## src/rtl/attention_sequencer_if.sv

```systemverilog
// Handshake bundle between an attention job requester, the compute engines and the
// attention_sequencer.
//
// Signals:
//   start, abort          job request / cancel (requester -> sequencer)
//   cfg_layers            layers to run (0 treated as 1, clamped to MAX_LAYERS)
//   cfg_timeout           per-stage watchdog limit, 0 disables
//   qkv/qk/mlp_start      single-cycle engine start pulses (sequencer -> engines)
//   qkv/qk/mlp_done       engine completion (engines -> sequencer)
//   fb_sel                engine input select: 0 external x, 1 previous-layer buffer
//   capture               load MLP output into the layer buffer
//   layer_idx             current layer
//   busy, done            job in flight / single-cycle job-complete pulse
//   err, err_stage        sticky watchdog error and stage code (1 QKV, 2 QK, 3 MLP)
//
// Modports: master = requester/engine side, slave = sequencer side.
interface attention_sequencer_if #(
  parameter int unsigned MAX_LAYERS = 4,
  parameter int unsigned TMO_W      = 16
) ();
  localparam int unsigned LAYER_W = (MAX_LAYERS > 1) ? $clog2(MAX_LAYERS) : 1;

  logic               start;
  logic               abort;
  logic [LAYER_W:0]   cfg_layers;
  logic [TMO_W-1:0]   cfg_timeout;
  logic               qkv_start;
  logic               qk_start;
  logic               mlp_start;
  logic               qkv_done;
  logic               qk_done;
  logic               mlp_done;
  logic               fb_sel;
  logic               capture;
  logic [LAYER_W-1:0] layer_idx;
  logic               busy;
  logic               done;
  logic               err;
  logic [1:0]         err_stage;

  modport master (
    output start, abort, cfg_layers, cfg_timeout, qkv_done, qk_done, mlp_done,
    input  qkv_start, qk_start, mlp_start, fb_sel, capture, layer_idx, busy, done, err,
           err_stage
  );

  modport slave (
    input  start, abort, cfg_layers, cfg_timeout, qkv_done, qk_done, mlp_done,
    output qkv_start, qk_start, mlp_start, fb_sel, capture, layer_idx, busy, done, err,
           err_stage
  );
endinterface

```

## src/rtl/attention_sequencer.sv

```systemverilog
// Attention-layer job sequencer. Runs up to MAX_LAYERS encoder layers per job, each as
// QKV -> QK -> softmax settle (SMX_CYC cycles) -> AXV (1 cycle) -> MLP, feeding each
// layer's output back as the next layer's input.
//
// Ports:
//   clk      clock, rising edge
//   rst_n    asynchronous active-low reset
//   bus_io   attention_sequencer_if.slave (job control, engine handshakes, status)
//
// All outputs are registered. Optional per-stage watchdog is enabled by defining
// ATTN_SEQ_WATCHDOG_EN; without it stages wait indefinitely and err/err_stage read 0.
module attention_sequencer #(
  parameter int unsigned MAX_LAYERS = 4,
  parameter int unsigned TMO_W      = 16,
  parameter int unsigned SMX_CYC    = 2
) (
  input logic                  clk,
  input logic                  rst_n,
  attention_sequencer_if.slave bus_io
);

  localparam int unsigned LAYER_W   = (MAX_LAYERS > 1) ? $clog2(MAX_LAYERS) : 1;
  localparam int unsigned LayerCntW = LAYER_W + 1;
  localparam int unsigned SmxW      = (SMX_CYC > 1) ? $clog2(SMX_CYC) : 1;

  typedef enum logic [3:0] {
    StIdle,
    StQkv,
    StQk,
    StSmx,
    StAxv,
    StMlp,
    StLnext,
    StDone,
    StErr
  } state_e;

  state_e               state_q, state_d;
  logic [LayerCntW-1:0] layers_q, layers_d;
  logic [LAYER_W-1:0]   layer_idx_q, layer_idx_d;
  logic [SmxW-1:0]      smx_cnt_q, smx_cnt_d;
  logic                 fb_sel_q, fb_sel_d;
  logic                 qkv_start_q, qkv_start_d;
  logic                 qk_start_q, qk_start_d;
  logic                 mlp_start_q, mlp_start_d;
  logic                 capture_q, capture_d;
  logic                 done_q, done_d;
  logic                 busy_q, busy_d;

  logic                 accept;
  logic                 last_layer;
  logic                 wdog_expire;
  logic [LayerCntW-1:0] layers_clamped;

  assign accept     = (state_q == StIdle) && bus_io.start;
  assign last_layer = (LayerCntW'(layer_idx_q) + LayerCntW'(1)) == layers_q;

  // 0 layers still runs one; oversize requests saturate at the hardware limit.
  always_comb begin
    if (bus_io.cfg_layers == '0) begin
      layers_clamped = LayerCntW'(1);
    end else if (bus_io.cfg_layers > LayerCntW'(MAX_LAYERS)) begin
      layers_clamped = LayerCntW'(MAX_LAYERS);
    end else begin
      layers_clamped = bus_io.cfg_layers;
    end
  end

  always_comb begin
    state_d     = state_q;
    layers_d    = layers_q;
    layer_idx_d = layer_idx_q;
    smx_cnt_d   = smx_cnt_q;
    fb_sel_d    = fb_sel_q;

    if ((state_q != StIdle) && bus_io.abort) begin
      // Abort beats any engine done arriving in the same cycle.
      state_d = StIdle;
    end else begin
      unique case (state_q)
        StIdle: begin
          if (accept) begin
            state_d     = StQkv;
            layers_d    = layers_clamped;
            layer_idx_d = '0;
            fb_sel_d    = 1'b0;
          end
        end
        StQkv: begin
          if (bus_io.qkv_done) begin
            state_d = StQk;
          end else if (wdog_expire) begin
            state_d = StErr;
          end
        end
        StQk: begin
          if (bus_io.qk_done) begin
            state_d   = StSmx;
            smx_cnt_d = '0;
          end else if (wdog_expire) begin
            state_d = StErr;
          end
        end
        StSmx: begin
          if (smx_cnt_q == SmxW'(SMX_CYC - 1)) begin
            state_d = StAxv;
          end else begin
            smx_cnt_d = smx_cnt_q + SmxW'(1);
          end
        end
        StAxv: begin
          state_d = StMlp;
        end
        StMlp: begin
          if (bus_io.mlp_done) begin
            if (last_layer) begin
              state_d = StDone;
            end else begin
              state_d     = StLnext;
              layer_idx_d = layer_idx_q + LAYER_W'(1);
            end
          end else if (wdog_expire) begin
            state_d = StErr;
          end
        end
        StLnext: begin
          state_d  = StQkv;
          fb_sel_d = 1'b1;
        end
        StDone: begin
          state_d = StIdle;
        end
        StErr: begin
          state_d = StIdle;
        end
        default: begin
          state_d = StIdle;
        end
      endcase
    end

    if (state_d == StIdle) begin
      layer_idx_d = '0;
      fb_sel_d    = 1'b0;
    end
  end

  // Registered outputs are decoded from the transition so they line up with the state.
  always_comb begin
    qkv_start_d = (state_d == StQkv) && (state_q != StQkv);
    qk_start_d  = (state_d == StQk) && (state_q != StQk);
    mlp_start_d = (state_d == StMlp) && (state_q != StMlp);
    capture_d   = (state_d == StLnext) || (state_d == StDone);
    done_d      = (state_d == StDone);
    busy_d      = (state_d != StIdle);
  end

  always_ff @(posedge clk or negedge rst_n) begin
    if (!rst_n) begin
      state_q     <= StIdle;
      layers_q    <= '0;
      layer_idx_q <= '0;
      smx_cnt_q   <= '0;
      fb_sel_q    <= 1'b0;
      qkv_start_q <= 1'b0;
      qk_start_q  <= 1'b0;
      mlp_start_q <= 1'b0;
      capture_q   <= 1'b0;
      done_q      <= 1'b0;
      busy_q      <= 1'b0;
    end else begin
      state_q     <= state_d;
      layers_q    <= layers_d;
      layer_idx_q <= layer_idx_d;
      smx_cnt_q   <= smx_cnt_d;
      fb_sel_q    <= fb_sel_d;
      qkv_start_q <= qkv_start_d;
      qk_start_q  <= qk_start_d;
      mlp_start_q <= mlp_start_d;
      capture_q   <= capture_d;
      done_q      <= done_d;
      busy_q      <= busy_d;
    end
  end

`ifdef ATTN_SEQ_WATCHDOG_EN
  logic [TMO_W-1:0] tmo_q, tmo_d;
  logic [TMO_W-1:0] wdog_q, wdog_d;
  logic             err_q, err_d;
  logic [1:0]       err_stage_q, err_stage_d;
  logic             waiting;

  assign waiting     = (state_q == StQkv) || (state_q == StQk) || (state_q == StMlp);
  // Expiry only matters when done is absent; the stage logic checks done first.
  assign wdog_expire = (tmo_q != '0) && ((wdog_q + TMO_W'(1)) == tmo_q);

  always_comb begin
    tmo_d       = tmo_q;
    wdog_d      = wdog_q;
    err_d       = err_q;
    err_stage_d = err_stage_q;

    if (accept) begin
      tmo_d       = bus_io.cfg_timeout;
      err_d       = 1'b0;
      err_stage_d = 2'd0;
    end

    if (qkv_start_d || qk_start_d || mlp_start_d) begin
      wdog_d = '0;
    end else if (waiting) begin
      wdog_d = wdog_q + TMO_W'(1);
    end

    if ((state_d == StErr) && (state_q != StErr)) begin
      err_d = 1'b1;
      unique case (state_q)
        StQkv:   err_stage_d = 2'd1;
        StQk:    err_stage_d = 2'd2;
        default: err_stage_d = 2'd3;
      endcase
    end
  end

  always_ff @(posedge clk or negedge rst_n) begin
    if (!rst_n) begin
      tmo_q       <= '0;
      wdog_q      <= '0;
      err_q       <= 1'b0;
      err_stage_q <= 2'd0;
    end else begin
      tmo_q       <= tmo_d;
      wdog_q      <= wdog_d;
      err_q       <= err_d;
      err_stage_q <= err_stage_d;
    end
  end

  assign bus_io.err       = err_q;
  assign bus_io.err_stage = err_stage_q;
`else
  logic unused_cfg_timeout;

  assign wdog_expire        = 1'b0;
  assign unused_cfg_timeout = ^bus_io.cfg_timeout;
  assign bus_io.err         = 1'b0;
  assign bus_io.err_stage   = 2'd0;
`endif

  assign bus_io.qkv_start = qkv_start_q;
  assign bus_io.qk_start  = qk_start_q;
  assign bus_io.mlp_start = mlp_start_q;
  assign bus_io.fb_sel    = fb_sel_q;
  assign bus_io.capture   = capture_q;
  assign bus_io.layer_idx = layer_idx_q;
  assign bus_io.busy      = busy_q;
  assign bus_io.done      = done_q;

endmodule

```

## src/flat_wrapper.sv

```systemverilog
// flat-port wrapper written by rule: the top's interface ports become plain ports
module attention_sequencer_flat 
#(
  parameter int unsigned MAX_LAYERS = 4,
  parameter int unsigned TMO_W      = 16,
  parameter int unsigned SMX_CYC    = 2
)
  (clk, rst_n, bus_io_start, bus_io_abort, bus_io_cfg_layers, bus_io_cfg_timeout, bus_io_qkv_done, bus_io_qk_done, bus_io_mlp_done, bus_io_qkv_start, bus_io_qk_start, bus_io_mlp_start, bus_io_fb_sel, bus_io_capture, bus_io_layer_idx, bus_io_busy, bus_io_done, bus_io_err, bus_io_err_stage);
  attention_sequencer_if #(.MAX_LAYERS(MAX_LAYERS), .TMO_W(TMO_W)) bus_io_i ();
  input logic clk;
  input logic rst_n;
  input wire logic [$bits(bus_io_i.start)-1:0] bus_io_start;
  input wire logic [$bits(bus_io_i.abort)-1:0] bus_io_abort;
  input wire logic [$bits(bus_io_i.cfg_layers)-1:0] bus_io_cfg_layers;
  input wire logic [$bits(bus_io_i.cfg_timeout)-1:0] bus_io_cfg_timeout;
  input wire logic [$bits(bus_io_i.qkv_done)-1:0] bus_io_qkv_done;
  input wire logic [$bits(bus_io_i.qk_done)-1:0] bus_io_qk_done;
  input wire logic [$bits(bus_io_i.mlp_done)-1:0] bus_io_mlp_done;
  output wire logic [$bits(bus_io_i.qkv_start)-1:0] bus_io_qkv_start;
  output wire logic [$bits(bus_io_i.qk_start)-1:0] bus_io_qk_start;
  output wire logic [$bits(bus_io_i.mlp_start)-1:0] bus_io_mlp_start;
  output wire logic [$bits(bus_io_i.fb_sel)-1:0] bus_io_fb_sel;
  output wire logic [$bits(bus_io_i.capture)-1:0] bus_io_capture;
  output wire logic [$bits(bus_io_i.layer_idx)-1:0] bus_io_layer_idx;
  output wire logic [$bits(bus_io_i.busy)-1:0] bus_io_busy;
  output wire logic [$bits(bus_io_i.done)-1:0] bus_io_done;
  output wire logic [$bits(bus_io_i.err)-1:0] bus_io_err;
  output wire logic [$bits(bus_io_i.err_stage)-1:0] bus_io_err_stage;
  assign bus_io_i.start = bus_io_start;
  assign bus_io_i.abort = bus_io_abort;
  assign bus_io_i.cfg_layers = bus_io_cfg_layers;
  assign bus_io_i.cfg_timeout = bus_io_cfg_timeout;
  assign bus_io_i.qkv_done = bus_io_qkv_done;
  assign bus_io_i.qk_done = bus_io_qk_done;
  assign bus_io_i.mlp_done = bus_io_mlp_done;
  assign bus_io_qkv_start = bus_io_i.qkv_start;
  assign bus_io_qk_start = bus_io_i.qk_start;
  assign bus_io_mlp_start = bus_io_i.mlp_start;
  assign bus_io_fb_sel = bus_io_i.fb_sel;
  assign bus_io_capture = bus_io_i.capture;
  assign bus_io_layer_idx = bus_io_i.layer_idx;
  assign bus_io_busy = bus_io_i.busy;
  assign bus_io_done = bus_io_i.done;
  assign bus_io_err = bus_io_i.err;
  assign bus_io_err_stage = bus_io_i.err_stage;
  attention_sequencer #(.MAX_LAYERS(MAX_LAYERS), .TMO_W(TMO_W), .SMX_CYC(SMX_CYC)) u_core (.clk(clk), .rst_n(rst_n), .bus_io(bus_io_i));
endmodule
```

## config.mk

```make
export PLATFORM = sky130hd
export DESIGN_NAME = attention_sequencer_flat
export DESIGN_NICKNAME = d
export VERILOG_FILES = /design/src/rtl/attention_sequencer_if.sv /design/src/rtl/attention_sequencer.sv /design/src/flat_wrapper.sv
export SDC_FILE = /design/constraint.sdc
export NUM_CORES = 1
export LEC_CHECK = 0
export BUFFER_PORTS_ARGS = -buffer_cell sky130_fd_sc_hd__buf_2
export CAP_MARGIN = 20
export CORE_ASPECT_RATIO = 0.9
export CORE_MARGIN = 3
export CORE_UTILIZATION = 40
export CTS_BUF_LIST = sky130_fd_sc_hd__clkbuf_8 sky130_fd_sc_hd__clkbuf_16
export DETAILED_ROUTE_END_ITERATION = 12
export PLACE_DENSITY = 0.68
export SYNTH_ARGS = -nofsm -noshare
export SYNTH_HDL_FRONTEND = slang
export SYNTH_SLANG_ARGS = --single-unit
```

## constraint.sdc

```tcl
create_clock -name clk -period 2.4 [get_ports clk]
set_input_delay 0.36 -clock clk [delete_from_list [all_inputs] [get_ports clk]]
set_output_delay 0.36 -clock clk [all_outputs]
set_load 0.05 [all_outputs]
```

# After elaboration in Yosys (flattened, before gate mapping)
# Cells that the tools add are included.
# totals
input_bits,26
out_inout_bits,12
word_cells,77
register_bits,17
# classes
mux,23
order_cmp,1
bitwise,1
reduce_logical,18
add_sub_neg,3
n_eq_ne,20
# ops
cell,count
4-bit case mux with 7 select lines,1
"4-bit by 3-bit == test with 1-bit output, second input constant",6
4-bit 2-to-1 mux,6
"4-bit by 2-bit == test with 1-bit output, second input constant",3
2-bit 2-to-1 mux,5
3-bit AND reduction,3
"4-bit by 1-bit == test with 1-bit output, second input constant",2
4-bit zero test,2
4-bit nonzero test,2
1-bit 2-to-1 mux,6
3-bit 2-to-1 mux,2
"3-bit by 2-bit != test with 1-bit output, second input constant",2
3-bit nonzero test,2
1-bit logical AND,5
5-bit AND reduction,1
"2-bit != test, second input constant",2
"4-bit by 1-bit != test with 1-bit output, second input constant",1
"4-bit by 2-bit != test with 1-bit output, second input constant",1
"4-bit by 3-bit != test with 1-bit output, second input constant",1
1-bit case mux with 2 select lines,2
2-bit case mux with 2 select lines,1
"2-bit by 1-bit adder with 3-bit output, second input constant",1
3-bit == test,1
"3-bit greater-than comparator, second input constant",1
7 further kinds,7

# Longest topological paths before layout
# depth
word_depth,9
ltp_mapped,5
depth_no_buf,5

# Least setup slack after synthesis
# No wires, ideal clock.
# synth_timing
path_kind,reg2reg
startpoint,register u_core.layer_idx_q[0] (netlist: u_core.bus_io.layer_idx[0])
endpoint,register u_core.layer_idx_q[0] (netlist: u_core.bus_io.layer_idx[0])
path_stages_with_launch,6
setup_time_ns,0.148
required_ns,2.252
n_path_buf,0
synth_period_minus_slack_ns,2.004
t_arrival_ns,1.857
slack_ns,0.396
cell_sequence,dfrtp_1 -> ha_1 -> xor2_1 -> nor4_4 -> o311ai_4 -> a22oi_1
# synth_via
elab_chain_len,9
elab_cells_between_ends,19
cone_classes,add/sub (2); eq/ne (5); mux (9); reduce/logical (3)
# synth_rtl
element,line,text
from (decl),attention_sequencer.sv:40,"logic [LAYER_W-1:0] layer_idx_q, layer_idx_d;"
from (signal assigned),attention_sequencer.sv:174,layer_idx_q <= layer_idx_d;
2-bit by 1-bit adder with 3-bit output,attention_sequencer.sv:56,assign last_layer = (LayerCntW'(layer_idx_q) + LayerCntW'(1)) == layers_q;
3-bit == test,attention_sequencer.sv:56,
1-bit 2-to-1 mux,attention_sequencer.sv:116,if (last_layer) begin
4-bit 2-to-1 mux,attention_sequencer.sv:115,if (bus_io.mlp_done) begin
4-bit case mux with 7 select lines,attention_sequencer.sv:80,unique case (state_q)
4-bit 2-to-1 mux,attention_sequencer.sv:76,if ((state_q != StIdle) && bus_io.abort) begin
4-bit zero test,attention_sequencer.sv:142,if (state_d == StIdle) begin
3-bit != test (no source line) (tied with other cells),-,
5-bit AND reduction (no source line),-,
# Several ways; a longest one is shown, not always the timed one. The select of a mux whose other input is x is not followed.
# A chain may end at the register's enable or synchronous reset.

# Final worst setup path
# layout_timing
startpoint,register u_core.state_q[1]
endpoint,register u_core.layer_idx_q[1] (netlist: u_core.bus_io.layer_idx[1])
# layout_via
elab_chain_len,8
elab_cells_between_ends,27
cone_classes,eq/ne (10); mux (10); reduce/logical (7)
# layout_rtl
element,line,text
from (decl),attention_sequencer.sv:38,"state_e state_q, state_d;"
from (signal assigned),attention_sequencer.sv:160,state_q <= StIdle;
from (signal assigned),attention_sequencer.sv:172,state_q <= state_d;
4-bit zero test,"attention_sequencer.sv:55, attention_sequencer.sv:80",
1-bit logical AND,attention_sequencer.sv:55,assign accept = (state_q == StIdle) && bus_io.start;
4-bit 2-to-1 mux,attention_sequencer.sv:82,if (accept) begin
4-bit case mux with 7 select lines,attention_sequencer.sv:80,
4-bit 2-to-1 mux,attention_sequencer.sv:76,
4-bit zero test,attention_sequencer.sv:142,
3-bit != test (no source line) (tied with other cells),-,
5-bit AND reduction (no source line),-,
# Several ways; a longest one is shown, not always the timed one. The select of a mux whose other input is x is not followed.

==> results.json <==
{
  "fp.dieH_um": 53.1,
  "crit_required_ps": 2510,
  "powerDensity_mw_per_mm2": 538,
  "fp.dieW_um": 58.3,
  "io_buffer_count": 18,
  "synth_edf_count": 0,
  "insertion_delay_ps": 250,
  "drt_iter0_markers": 10,
  "n_antenna_cell": 0,
  "yosysMostFrequentCell": "dfrtp_1",
  "synth_top_family_by_area": "simple AND/OR/NAND/NOR gates",
  "synth_mux_area_share_pct": 4.57,
  "routedWlPerCell_um": 13.5,
  "status": "complete, no violations",
  "hold_viol_final": 0,
  "finClkSkew_ps": 1.91,
  "start_util_pct": 43.5,
  "synth-compound-area-share_pct": 18.3,
  "crit_buf_inv": 0,
  "yosysWarnings": 0,
  "rows": 16,
  "p_leak_nw": 0.523,
  "crit_chain": "mux2_1, o21a_1, o311ai_4, a22oi_1",
  "synth_commonest_cells": "dfrtp_1, inv_1, nand2_1",
  "antenna_found_initial": 0,
  "netlist_instances": 90,
  "crit_family": "compound AO/OA/AOI/OAI gates",
  "clock-sinks": 17,
  "min_path_type": "input port to asynchronous set/reset pin",
  "dp_hpwl_mm": 1.45,
  "slew_viol_final": 0,
  "max_clock_freq_mhz": 509,
  "stdcell_count": 137,
  "antenna_left": 0,
  "vias": 730,
  "grtUsageTotal_pct": 14.2,
  "dp_cells": 133,
  "yosysTopAreaCell": "dfrtp_1",
  "final_nets": 138,
  "cts_buffers": 3,
  "drive_gt1_share_pct": 30.9,
  "clk_pin_slew_worst_paths_ps": 70,
  "coreArea_mm2": 0.00226,
  "crit_slowest_cell": "dfrtp_1",
  "io_pins": 38,
  "critPathKind": "flop to flop",
  "synth_cell_types": 42,
  "areaGrowthSynthToFinish_pct": 15.1,
  "synth_top_area_share_pct": 43.2,
  "synthTopCellsByArea": "dfrtp_1, mux2_2, buf_4",
  "grt_pass1_wl_mm": 3.17,
  "drv_cap": 0,
  "cts-root-buf": "clkbuf_8",
  "cts_resized": 0,
  "endpoint_kind": "flop",
  "postCtsSetupBuffers": 0,
  "synthFlopType": "dfrtp_1",
  "cp.arrival_ps": 2070,
  "synth_fa_ha_area_share_pct": 1.27,
  "crit_path_start_kind": "flop",
  "largest-register": "u_core.state_q",
  "fin_crit_ps": 1970,
  "grt_overflow": 0,
  "synth-seq-area-share_pct": 43.2,
  "dp_slack_ps": 466,
  "cts_max_path_buffers": 2,
  "via_per_inst": 5.33,
  "peakVddDrop_mv": 0.375,
  "worstPathMaxFanout": 13,
  "htreeDepth": 1,
  "final_util_pct": 50.1,
  "drt_wl_total_mm": 1.86,
  "synth_area_per_cell_um2": 10.9,
  "gp_congestion": 0.785,
  "cts_tree": "done",
  "min_period_over_period_pct": 81.9,
  "first_pass_iters": 4,
  "grt_pass1_vias": 720,
  "drc": 0,
  "synthSimpleGateAreaFrac_pct": 23.6,
  "setup_slack_ps": 434,
  "setup_tns_ps": 0,
  "synth-xor-area-share_pct": 2.67,
  "fill_cells": 215,
  "ys_seq_elements": 17,
  "setup_viol": 0,
  "die_area_mm2": 0.00309,
  "rsz0062_at_grt": "no",
  "slowest_delay_ps": 590,
  "holdBufCountCts": 0,
  "syn-cell-area_um2": 985,
  "largest_reg_flops": 4,
  "synthArstFlopShare_pct": 100,
  "grt_max_degree": 18
}
-- area by class of cell --
cell class              instances  area [µm²]  share of cell area [%]
clock buffers                   3        41.3                    3.64
clock inverters                 1        5.00                   0.442
inverters                       5        18.8                    1.66
multi-input cells              65         512                    45.1
flip-flops and latches         17         425                    37.5
well taps                      27        33.8                    2.98
repair buffers                 19        97.6                    8.61
-- per-stage QoR --
step	hold WS [ps]	instance area (µm²)	total power [W]
3_3_place_gp	299	1090	0.000400
4_1_cts	26.9	1130	0.000618
3_5_place_dp	303	1090	0.000402
5_1_grt	37.6	1130	0.000639
6_report	11.6	1130	0.000610
2_1_floorplan	64.4	996	0.000380
-- logic make-up after synthesis --
family | count (synthesis)
other | 1
AO/OA/AOI/OAI | 21
AND/OR/NAND/NOR | 32
buffers and inverters | 11
multiplexers | 4
XOR/XNOR | 3
flip-flops | 17
adder cells (fa/ha/maj) | 1
-- layout by cell type (no fill, tap or decap), types with 2 or more instances in the layout --
master,instances
nand2b_1,3
conb_1,4
nor2_1,3
or2_1,2
nand2_1,5
a21oi_1,4
mux2_2,3
o21ai_0,4
xor2_1,2
a22oi_1,2
and2_1,2
nand3_1,4
nor3_1,2
inv_1,5
dfrtp_1,17
clkbuf_8,3
buf_2,18
-- power breakdown --
| part | leakage [nW] | switching, W | internal (W) | total (W) |
|---|---|---|---|---|
| Clock | 0.0255 | 0.0000983 | 0.000115 | 0.000214 |
| Combinational | 0.268 | 0.0000551 | 0.0000291 | 0.0000843 |
| Sequential | 0.229 | 0.0000126 | 0.000299 | 0.000312 |
-- worst paths after layout --
kind	start	to	slack, ps	cells after the start
setup / recovery	u_core.state_q[1]	u_core.bus_io.layer_idx[1]	430	4
hold / removal	rst_n	u_core.state_q[2]	10	1
setup reg to reg	u_core.state_q[1]	u_core.bus_io.layer_idx[1]	430	4
hold reg to reg	u_core.layers_q[1]	u_core.layers_q[1]	500	2
max in group asynchronous	rst_n	u_core.smx_cnt_q	2120	1
min in group clk	bus_io_cfg_layers[2]	u_core.layers_q[0]	300	2
-- per-layer routing --
| metal | global-route usage (%) | part of all wire (%) |
|---|---|---|
| met4 | 8.11 | 2.0 |
| met5 | 0 | 0 |
| met1 | 18.0 | 46 |
| met2 | 21.2 | 46 |
| met3 | 4.39 | 5.1 |
-- worst register-to-register path, stage by stage (launching register included) --
cell and delay (ps):
dfrtp_1 590, mux2_1 360, o21a_1 210, o311ai_4 470, a22oi_1 180
Power figures use the tool's default switching activity.
